File: src/rtl/svn_scan_ctrl_pkg.sv
// Shared types and constants for the 7-segment scan controller.
package svn_pkg;

    localparam int unsigned MAX_DIG = 64;

    typedef enum logic {ST_BLANK, ST_SHOW} scan_state_t;

    // Anode bus with every digit off (active-low enables).
    localparam logic [MAX_DIG-1:0] AN_OFF = '1;

    function automatic int unsigned idx_width(input int unsigned n);
        return (n <= 1) ? 1 : $clog2(n);
    endfunction

endpackage

File: src/rtl/svn_scan_ctrl_if.sv
// Host write port of the scan controller: double-buffered hex word handshake.
interface svn_scan_ctrl_if #(
    parameter int unsigned N_DIG = 8
);
    logic                 wr_en;
    logic [4*N_DIG-1:0]   wr_data;
    logic [N_DIG-1:0]     wr_dp;
    logic [N_DIG-1:0]     wr_den;
    logic                 wr_ready;

    modport master (output wr_en, output wr_data, output wr_dp, output wr_den, input wr_ready);
    modport slave  (input wr_en, input wr_data, input wr_dp, input wr_den, output wr_ready);
endinterface

File: src/rtl/svn_scan_ctrl_tick_gen.sv
// Slot prescaler: counts 0..DIV-1, flags slot end, the cycle before it, and blank end.
module scan_tick_gen #(
    parameter int unsigned DIV   = 100000,
    parameter int unsigned BLANK = 16
) (
    input  logic clk,
    input  logic sys_rst,
    output logic tick_o,
    output logic tick_next_o,
    output logic blank_end_o
);
    localparam int unsigned CW         = $clog2(DIV);
    localparam int unsigned BLANK_LAST = (BLANK == 0) ? 0 : BLANK - 1;

    logic [CW-1:0] cnt_q, cnt_d;

    assign tick_o      = (cnt_q == CW'(DIV - 1));
    assign tick_next_o = (cnt_q == CW'(DIV - 2));
    assign blank_end_o = (BLANK == 0) ? 1'b1 : (cnt_q == CW'(BLANK_LAST));

    always_comb begin
        cnt_d = tick_o ? '0 : cnt_q + CW'(1);
    end

    always_ff @(posedge clk) begin
        if (sys_rst) cnt_q <= '0;
        else         cnt_q <= cnt_d;
    end
endmodule

File: src/rtl/svn_scan_ctrl.sv
// Rate-controlled 7-segment scan: double-buffered digits, dead-time blank, registered anodes.
module svn_scan_ctrl
    import svn_pkg::*;
#(
    parameter int unsigned N_DIG = 8,
    parameter int unsigned DIV   = 100000,
    parameter int unsigned BLANK = 16
) (
    input  logic                                clk,
    input  logic                                sys_rst,
    svn_scan_ctrl_if.slave                      wr,
    output logic [3:0]                          seg_val,
    output logic                                seg_dp,
    output logic [N_DIG-1:0]                    AN,
    output logic [svn_pkg::idx_width(N_DIG)-1:0] digit_idx,
    output logic                                frame_done
);
    localparam int unsigned IW = idx_width(N_DIG);
    localparam logic [N_DIG-1:0] AN_ALL = AN_OFF[N_DIG-1:0];
    localparam logic [IW-1:0] IDX_LAST = IW'(N_DIG - 1);

    logic tick, tick_next, blank_end;

    scan_tick_gen #(.DIV(DIV), .BLANK(BLANK)) u_tick (
        .clk         (clk),
        .sys_rst     (sys_rst),
        .tick_o      (tick),
        .tick_next_o (tick_next),
        .blank_end_o (blank_end)
    );

    scan_state_t          state_q, state_d;
    logic [IW-1:0]        idx_q, idx_d;
    logic [4*N_DIG-1:0]   act_data_q, act_data_d, pend_data_q, pend_data_d;
    logic [N_DIG-1:0]     act_dp_q, act_dp_d, pend_dp_q, pend_dp_d;
    logic [N_DIG-1:0]     act_den_q, act_den_d, pend_den_q, pend_den_d;
    logic                 pend_v_q, pend_v_d;
    logic [3:0]           seg_val_q, seg_val_d;
    logic                 seg_dp_q, seg_dp_d;
    logic [N_DIG-1:0]     an_q, an_d;
    logic                 fd_q, fd_d;
    logic                 commit;

    assign wr.wr_ready = ~pend_v_q;

    // Next-state: slot stepping, frame-boundary commit, write capture, anode drive.
    always_comb begin
        state_d     = state_q;
        idx_d       = idx_q;
        act_data_d  = act_data_q;
        act_dp_d    = act_dp_q;
        act_den_d   = act_den_q;
        pend_data_d = pend_data_q;
        pend_dp_d   = pend_dp_q;
        pend_den_d  = pend_den_q;
        pend_v_d    = pend_v_q;
        seg_val_d   = seg_val_q;
        seg_dp_d    = seg_dp_q;
        an_d        = AN_ALL;
        fd_d        = tick_next && (idx_q == IDX_LAST);
        commit      = tick && (idx_q == IDX_LAST) && pend_v_q;

        if (commit) begin
            act_data_d = pend_data_q;
            act_dp_d   = pend_dp_q;
            act_den_d  = pend_den_q;
            pend_v_d   = 1'b0;
        end
        // A pending word blocks writes, so this never coincides with a commit.
        if (wr.wr_en && !pend_v_q) begin
            pend_data_d = wr.wr_data;
            pend_dp_d   = wr.wr_dp;
            pend_den_d  = wr.wr_den;
            pend_v_d    = 1'b1;
        end

        case (state_q)
            ST_BLANK: if (blank_end) state_d = ST_SHOW;
            ST_SHOW:  if (tick) state_d = (BLANK == 0) ? ST_SHOW : ST_BLANK;
            default:  state_d = ST_BLANK;
        endcase

        if (tick) begin
            idx_d     = (idx_q == IDX_LAST) ? '0 : idx_q + IW'(1);
            seg_val_d = act_data_d[{idx_d, 2'b00} +: 4];
            seg_dp_d  = act_dp_d[idx_d];
        end

        // Anodes follow next-cycle state/index, so at most one is ever low.
        if (state_d == ST_SHOW) an_d[idx_d] = ~act_den_d[idx_d];
    end

    always_ff @(posedge clk) begin
        if (sys_rst) begin
            state_q     <= ST_BLANK;
            idx_q       <= '0;
            act_data_q  <= '0;
            act_dp_q    <= '0;
            act_den_q   <= '0;
            pend_data_q <= '0;
            pend_dp_q   <= '0;
            pend_den_q  <= '0;
            pend_v_q    <= 1'b0;
            seg_val_q   <= '0;
            seg_dp_q    <= 1'b0;
            an_q        <= AN_ALL;
            fd_q        <= 1'b0;
        end else begin
            state_q     <= state_d;
            idx_q       <= idx_d;
            act_data_q  <= act_data_d;
            act_dp_q    <= act_dp_d;
            act_den_q   <= act_den_d;
            pend_data_q <= pend_data_d;
            pend_dp_q   <= pend_dp_d;
            pend_den_q  <= pend_den_d;
            pend_v_q    <= pend_v_d;
            seg_val_q   <= seg_val_d;
            seg_dp_q    <= seg_dp_d;
            an_q        <= an_d;
            fd_q        <= fd_d;
        end
    end

    assign seg_val    = seg_val_q;
    assign seg_dp     = seg_dp_q;
    assign AN         = an_q;
    assign digit_idx  = idx_q;
    assign frame_done = fd_q;
endmodule
File: src/flat_wrapper.sv
// flat-port wrapper written by rule: the top's interface ports become plain ports
module svn_scan_ctrl_flat import svn_pkg::*;
#(
    parameter int unsigned N_DIG = 8,
    parameter int unsigned DIV   = 100000,
    parameter int unsigned BLANK = 16
)
  (clk, sys_rst, seg_val, seg_dp, AN, digit_idx, frame_done, wr_wr_en, wr_wr_data, wr_wr_dp, wr_wr_den, wr_wr_ready);
  svn_scan_ctrl_if #(.N_DIG(N_DIG)) wr_i ();
  input  logic clk;
  input  logic sys_rst;
  output logic [3:0] seg_val;
  output logic seg_dp;
  output logic [N_DIG-1:0] AN;
  output logic [svn_pkg::idx_width(N_DIG)-1:0] digit_idx;
  output logic frame_done;
  input wire logic [$bits(wr_i.wr_en)-1:0] wr_wr_en;
  input wire logic [$bits(wr_i.wr_data)-1:0] wr_wr_data;
  input wire logic [$bits(wr_i.wr_dp)-1:0] wr_wr_dp;
  input wire logic [$bits(wr_i.wr_den)-1:0] wr_wr_den;
  output wire logic [$bits(wr_i.wr_ready)-1:0] wr_wr_ready;
  assign wr_i.wr_en = wr_wr_en;
  assign wr_i.wr_data = wr_wr_data;
  assign wr_i.wr_dp = wr_wr_dp;
  assign wr_i.wr_den = wr_wr_den;
  assign wr_wr_ready = wr_i.wr_ready;
  svn_scan_ctrl #(.N_DIG(N_DIG), .DIV(DIV), .BLANK(BLANK)) u_core (.clk(clk), .sys_rst(sys_rst), .wr(wr_i), .seg_val(seg_val), .seg_dp(seg_dp), .AN(AN), .digit_idx(digit_idx), .frame_done(frame_done));
endmodule
File: config.mk
export PLATFORM = sky130hd
export DESIGN_NAME = svn_scan_ctrl_flat
export DESIGN_NICKNAME = d
export VERILOG_FILES = /design/src/rtl/svn_scan_ctrl_pkg.sv /design/src/rtl/svn_scan_ctrl_if.sv /design/src/rtl/svn_scan_ctrl_tick_gen.sv /design/src/rtl/svn_scan_ctrl.sv /design/src/flat_wrapper.sv
export SDC_FILE = /design/constraint.sdc
export NUM_CORES = 1
export LEC_CHECK = 0
export CAP_MARGIN = 20
export CORE_UTILIZATION = 49
export DETAILED_ROUTE_END_ITERATION = 10
export PLACE_DENSITY_LB_ADDON = 0.08
export REMOVE_ABC_BUFFERS = 1
export SLEW_MARGIN = 20
export SYNTH_ARGS = -nofsm -noshare
export SYNTH_HDL_FRONTEND = slang
export SYNTH_SLANG_ARGS = --single-unit
File: constraint.sdc
create_clock -name clk -period 2.28 [get_ports clk]
set_input_delay 0.57 -clock clk [delete_from_list [all_inputs] [get_ports clk]]
set_output_delay 0.57 -clock clk [all_outputs]
set_load 0.01 [all_outputs]
After elaboration in Yosys (flattened, before gate mapping)
Index checks and enable logic that the tools add are counted.
W data, S select, Z words.
{"block": "totals", "mem_bits_rw": 0, "memories": 0, "register_bits": 132, "mem_bits_ro": 0, "latchBits": 0}
{"block": "classes", "reduce_logical": 9, "multipliers": 0, "bitwise_logic": 6, "n_eq_ne": 4, "order_cmp": 3, "mux": 16, "shift": 1, "n_div": 0, "add_sub_neg": 2}
{"cell": "$eq A17 B17 Y1 const B", "count": 2}
{"cell": "$mux W32", "count": 1}
{"cell": "$shiftx A32 B6 Y4", "count": 1}
{"cell": "$add A17 B1 Y17 const B", "count": 1}
{"cell": "$eq A17 B4 Y1 const B", "count": 1}
{"cell": "$mux W8", "count": 2}
{"cell": "$lt A3 B4 Y1 const B", "count": 2}
{"cell": "$not A8 Y8", "count": 1}
{"cell": "$or A8 B8 Y8", "count": 1}
{"cell": "$mux W1", "count": 7}
{"cell": "$bmux W1 S3", "count": 2}
{"cell": "$mux W3", "count": 2}
{"cell": "$logic_and A1 B1 Y1", "count": 5}
{"cell": "$not A1 Y1", "count": 4}
{"cell": "$reduce_or A2 Y1", "count": 2}
{"cell": "$add A3 B1 Y3 const B", "count": 1}
{"cell": "$demux W1 S3", "count": 1}
{"cell": "$eq A3 B3 Y1 const B", "count": 1}
{"cell": "$ge A3 B1 Y1 const B", "count": 1}
{"cell": "$pmux W1 S2", "count": 1}
{"cell": "$reduce_bool A2 Y1", "count": 1}
{"cell": "$logic_not A1 Y1", "count": 1}

Depth between registers and ports, before layout
{"block": "depth", "ltp_word": 9, "depth_mapped": 11, "ltp_nobuf": 7}

By module
A second synthesis with hierarchy kept.
{"block": "unflattened", "hier_cells": 646, "hier_area_um2": 5580.4}
{"module": "svn_scan_ctrl", "instances": 1, "area_each_um2": 4747.1, "cells_per_inst": 548, "seq_area_each_um2": 2302.2}
{"module": "scan_tick_gen", "instances": 1, "area_each_um2": 833.3, "cells_per_inst": 98, "seq_area_each_um2": 340.3}

Least setup slack after synthesis
No wires, ideal clock.
{"block": "synth_timing", "path_type": "flip-flop to flip-flop", "from": "register u_core.idx_q[0], in the netlist u_core.digit_idx[0]", "to": "register u_core.an_q[1], in the netlist u_core.AN[1]", "setup_ps": 127, "stages_incl_launch_ff": 9, "t_required_ps": 2153, "arrival_ps": 2178, "n_path_buf": 1, "setup_slack_ps": -25, "path_cell_list": "dfxtp_1 -> ha_1 -> ha_1 -> nand3_2 -> or2_1 -> buf_2 -> mux2i_1 -> a211o_1 -> or3b_1"}
{"block": "synth_via", "elab_chain_cells": 9}
{"element": "from (decl)", "line": "svn_scan_ctrl.sv:33", "rtl": "logic [IW-1:0] idx_q, idx_d;"}
{"element": "from (signal assigned)", "line": "svn_scan_ctrl.sv:110", "rtl": "idx_q <= idx_d;"}
{"element": "$add A3 B1 Y3 / $eq A3 B3 Y1 (equally long branches)", "line": "svn_scan_ctrl.sv:84, svn_scan_ctrl.sv:61"}
{"element": "$mux W3", "line": "svn_scan_ctrl.sv:84", "rtl": "idx_d = (idx_q == IDX_LAST) ? '0 : idx_q + IW'(1);"}
{"element": "$mux W3", "line": "svn_scan_ctrl.sv:83", "rtl": "if (tick) begin"}
{"element": "$lt A3 B4 Y1 (not written as such) / $ge A3 B1 Y1 (equally long branches)", "line": "svn_scan_ctrl.sv:90", "rtl": "if (state_d == ST_SHOW) an_d[idx_d] = ~act_den_d[idx_d];"}
{"element": "$logic_and A1 B1 Y1 (not written as such)", "line": "svn_scan_ctrl.sv:90"}
{"element": "$mux W1 (not written as such)", "line": "svn_scan_ctrl.sv:90"}
{"element": "$demux W1 S3"}
{"element": "$not A8 Y8 (no source line)"}
{"element": "$or A8 B8 Y8 (no source line) *"}
{"element": "to (signal assigned)", "line": "svn_scan_ctrl.sv:120", "rtl": "an_q <= an_d;"}
{"element": "to (decl)", "line": "svn_scan_ctrl.sv:40", "rtl": "logic [N_DIG-1:0] an_q, an_d;"}
Mark *: on every way between the ends. The rest lies on a longest branch, timed or not. The select of a mux whose other input is x is not followed.
A chain may end at the register's enable or synchronous reset.

Worst setup path in the final report
Same ends and word-level chain as after synthesis.

==> flow_summary.toml <==
[status]
status = "completed"

[sta]
fin_crit_ns = 2.19
hold_violations = 0
worst_pin_slew_ns = 0.553
slew_headroom_pct = 63.1
setup_viol = 0
holdWs_ns = 0.449
fmax_mhz = 456
rsz0062_at_grt = "false"
min_period_over_period_pct = 96.2
skew_ns = 0.0125
fin_ws_ns = 0.0870
finalMaxSlewViolations = 0

[synthesis]
synthDominantCellAreaShare_pct = 49.4
async_reset_ff_share_pct = 0
syn_area_per_cell_um2 = 8.15
yosys.area.top_type = "dfxtp_1"
synth.area.mux_share_pct = 4.45
yosysWarnings = 0
synthSimpleGateAreaFrac_pct = 24.9
netlist_area_um2 = 5350
synth_cells = 656
netlist_top_cells_count = "nand2_1 (211), dfxtp_1 (132), a21oi_1 (102)"
synth_top_family_by_area = "simple AND/OR/NAND/NOR gates"
yosysUniqueCellTypes = 50
synth_xor_area_share_pct = 2.13
synth_adder_area_share_pct = 0.936
post-synth-top-count-cell = "nand2_1"
ys_seq_area_share_pct = 49.4
ys.flop_type = "dfxtp_1"
synth_seq_cells = 132
synth_compound_area_share_pct = 14.1
synth_area_leaders = "dfxtp_1 (49%), nand2_1 (15%), a21oi_1 (9.6%), mux2i_1 (3.2%), nor2_1 (2.1%)"
synth_edf_count = 0

[power]
total_power_mw = 5.33
power.density_nw_per_um2 = 775
power_frac_seq_pct = 45.0
vdd_drop_max_mv = 0.560
combPwrFrac_pct = 4.9
p_leak_nw = 2.59
clkPwrFrac_pct = 50.1
swShare_pct = 22.6
p_int_mw = 4.12
p_switching_mw = 1.21

[drt]
via_count = 4667
vias_per_cell = 5.32
first_pass_iters = 5
drt_iter0_drc = 328
wl_mm = 12.7
route.detailed.wl_per_inst_um = 14.4
ant_nets = 0
drc_errors = 0

[critical_path]
arrival_ns = 2.60
cpPeakStageDelay_ns = 0.38
crit_path_end_kind = "flop"
worstPathCellList = "ha_1 -> ha_1 -> nor2_2 -> buf_12 -> or4_1 -> o31ai_2 -> a211o_1 -> or3b_1"
worstSetupPathType = "flop to flop"
worstRegToRegCells = 8
crit_path_top_delay_cell = "or3b_1"
worstPathRequired_ns = 2.68
path_common_cell = "ha_1"
critPathLaunchType = "flop"
cp_max_fo = 17

[grt]
grt_pass1_vias = 4348
antenna_found_initial = 0
busiest_layer = "met2"
use_met3_pct = 6.38
grtUsageMet2_pct = 40.5
grt_max_degree = 106
gr-usage-met1_pct = 28.7
track_usage_pct = 23.6
grt_first_pass_wirelength_mm = 20.8
overflow = 0

[clock_tree]
clock_sinks = 132
clockBufferDepth = 2
clk-insertion-delay-late_ns = 0.53
clk_pin_slew_worst_paths_ns = 0.06
cts_root_buf = "clkbuf_8"
cts_tree = "done"
cts_buffers = 17
cts-hold-fix-buffers = 0
cts_htree_levels = 4

[die]
rows = 37
design.core.area_um2 = 10500
die-area_um2 = 11300
start_util_pct = 51.1
die_w_um = 106
fp.dieH_um = 106
ios = 69

[finish]
drive_gt1_share_pct = 10.9
nets = 784
area_growth_pct = 28.6
antenna_cells = 0
fin_util_pct = 65.7

[placed_design]
gp_congestion = 0.819
place_ws_ns = -0.0101
hpwl_mm = 8.35
port_buffers = 68

[worst_hold_path]
whs_path_depth = 2
worstHoldPathType = "flop to flop"

[run]
maxCapViolations = 0
worst paths after layout:
kind	start	endpoint	slack (ns)
min	u_core.act_data_q[20]$_SDFF_PP0_	u_core.act_data_q[20]$_SDFF_PP0_	0.45
max reg2reg	u_core.digit_idx[0]$_SDFF_PP0_	u_core.AN[1]$_SDFF_PP1_	0.09
min reg2reg	u_core.act_data_q[20]$_SDFF_PP0_	u_core.act_data_q[20]$_SDFF_PP0_	0.45
max	u_core.digit_idx[0]$_SDFF_PP0_	u_core.AN[1]$_SDFF_PP1_	0.09
cells in the final DEF (no fill, tap or decap), types with 9 or more instances in the layout:
master / netlist / final
clkbuf_16: 0 / 16
nor2_1: 30 / 29
nand2_1: 211 / 211
a21oi_1: 102 / 102
xor2_1: 9 / 9
nand3_1: 13 / 12
clkdlybuf4s50_1: 0 / 67
buf_4: 1 / 27
dfxtp_1: 132 / 132
mux2i_1: 17 / 17
sequential cells by signal, summed over array words and instances (netlist names):
signal / cells
u_core.AN: 8
u_core.act_data_q: 32
u_core.act_den_q: 8
u_core.act_dp_q: 8
u_core.digit_idx: 3
u_core.frame_done: 1
u_core.pend_data_q: 32
u_core.pend_den_q: 8
u_core.pend_dp_q: 8
u_core.pend_v_q: 1
u_core.seg_dp: 1
u_core.seg_val: 4
u_core.state_q: 1
u_core.u_tick.cnt_q: 17
worst max-delay path, delay by kind of cell, from the launching register on:
kind	cells	cell delay, ns
flip-flops	1	0.31
AND/OR/NAND/NOR	3	0.73
adder cells (fa/ha/maj)	2	0.44
buffers and inverters	1	0.19
AO/OA/AOI/OAI	2	0.40
layout make-up:
class | instances | area (um2)
Fill cell | 911 | 3590
Clock inverter | 13 | 146
Clock buffer | 19 | 442
Sequential cell | 132 | 2640
Multi-Input combinational cell | 477 | 2520
Inverter | 4 | 15.0
Timing Repair Buffer | 97 | 933
Tap cell | 136 | 170
through the flow:
step	setup TNS (ns)	cells	area, um2
floorplan	-40.14	613	5140
global placement	0	843	6230
detailed placement	-0.0101	843	6230
CTS	0	875	6820
global route	0	878	6870
finish	0	878	6870
cell families after synthesis:
| family | count (synthesis) |
|---|---|
| compound gates | 136 |
| xor+xnor | 13 |
| fa+ha+maj | 4 |
| buf+inv | 47 |
| flops | 132 |
| mux | 20 |
| simple gates | 304 |
metal layers:
layer	routed length (um)	up-vias
li1	-	2360
met1	5550	2179
met2	6330	115
met3	655	13
met4	149	0
met5	0	-
power groups by stage:
stage | registers, mW | logic, mW | clock network, mW
floorplan | 2.44 | 0.0933 | 0
global route | 2.40 | 0.290 | 2.82
detailed placement | 2.45 | 0.260 | 0
CTS | 2.40 | 0.262 | 2.70
finish | 2.40 | 0.260 | 2.67
global placement | 2.45 | 0.254 | 0
timing repair:
action	4_1_cts	5_1_grt
pin swaps	0	2
setup endpoints to repair	2	5
resized for setup	1	5
setup buffers	0	3
hold endpoints to repair	0	0
Power figures use the tool's default switching activity.
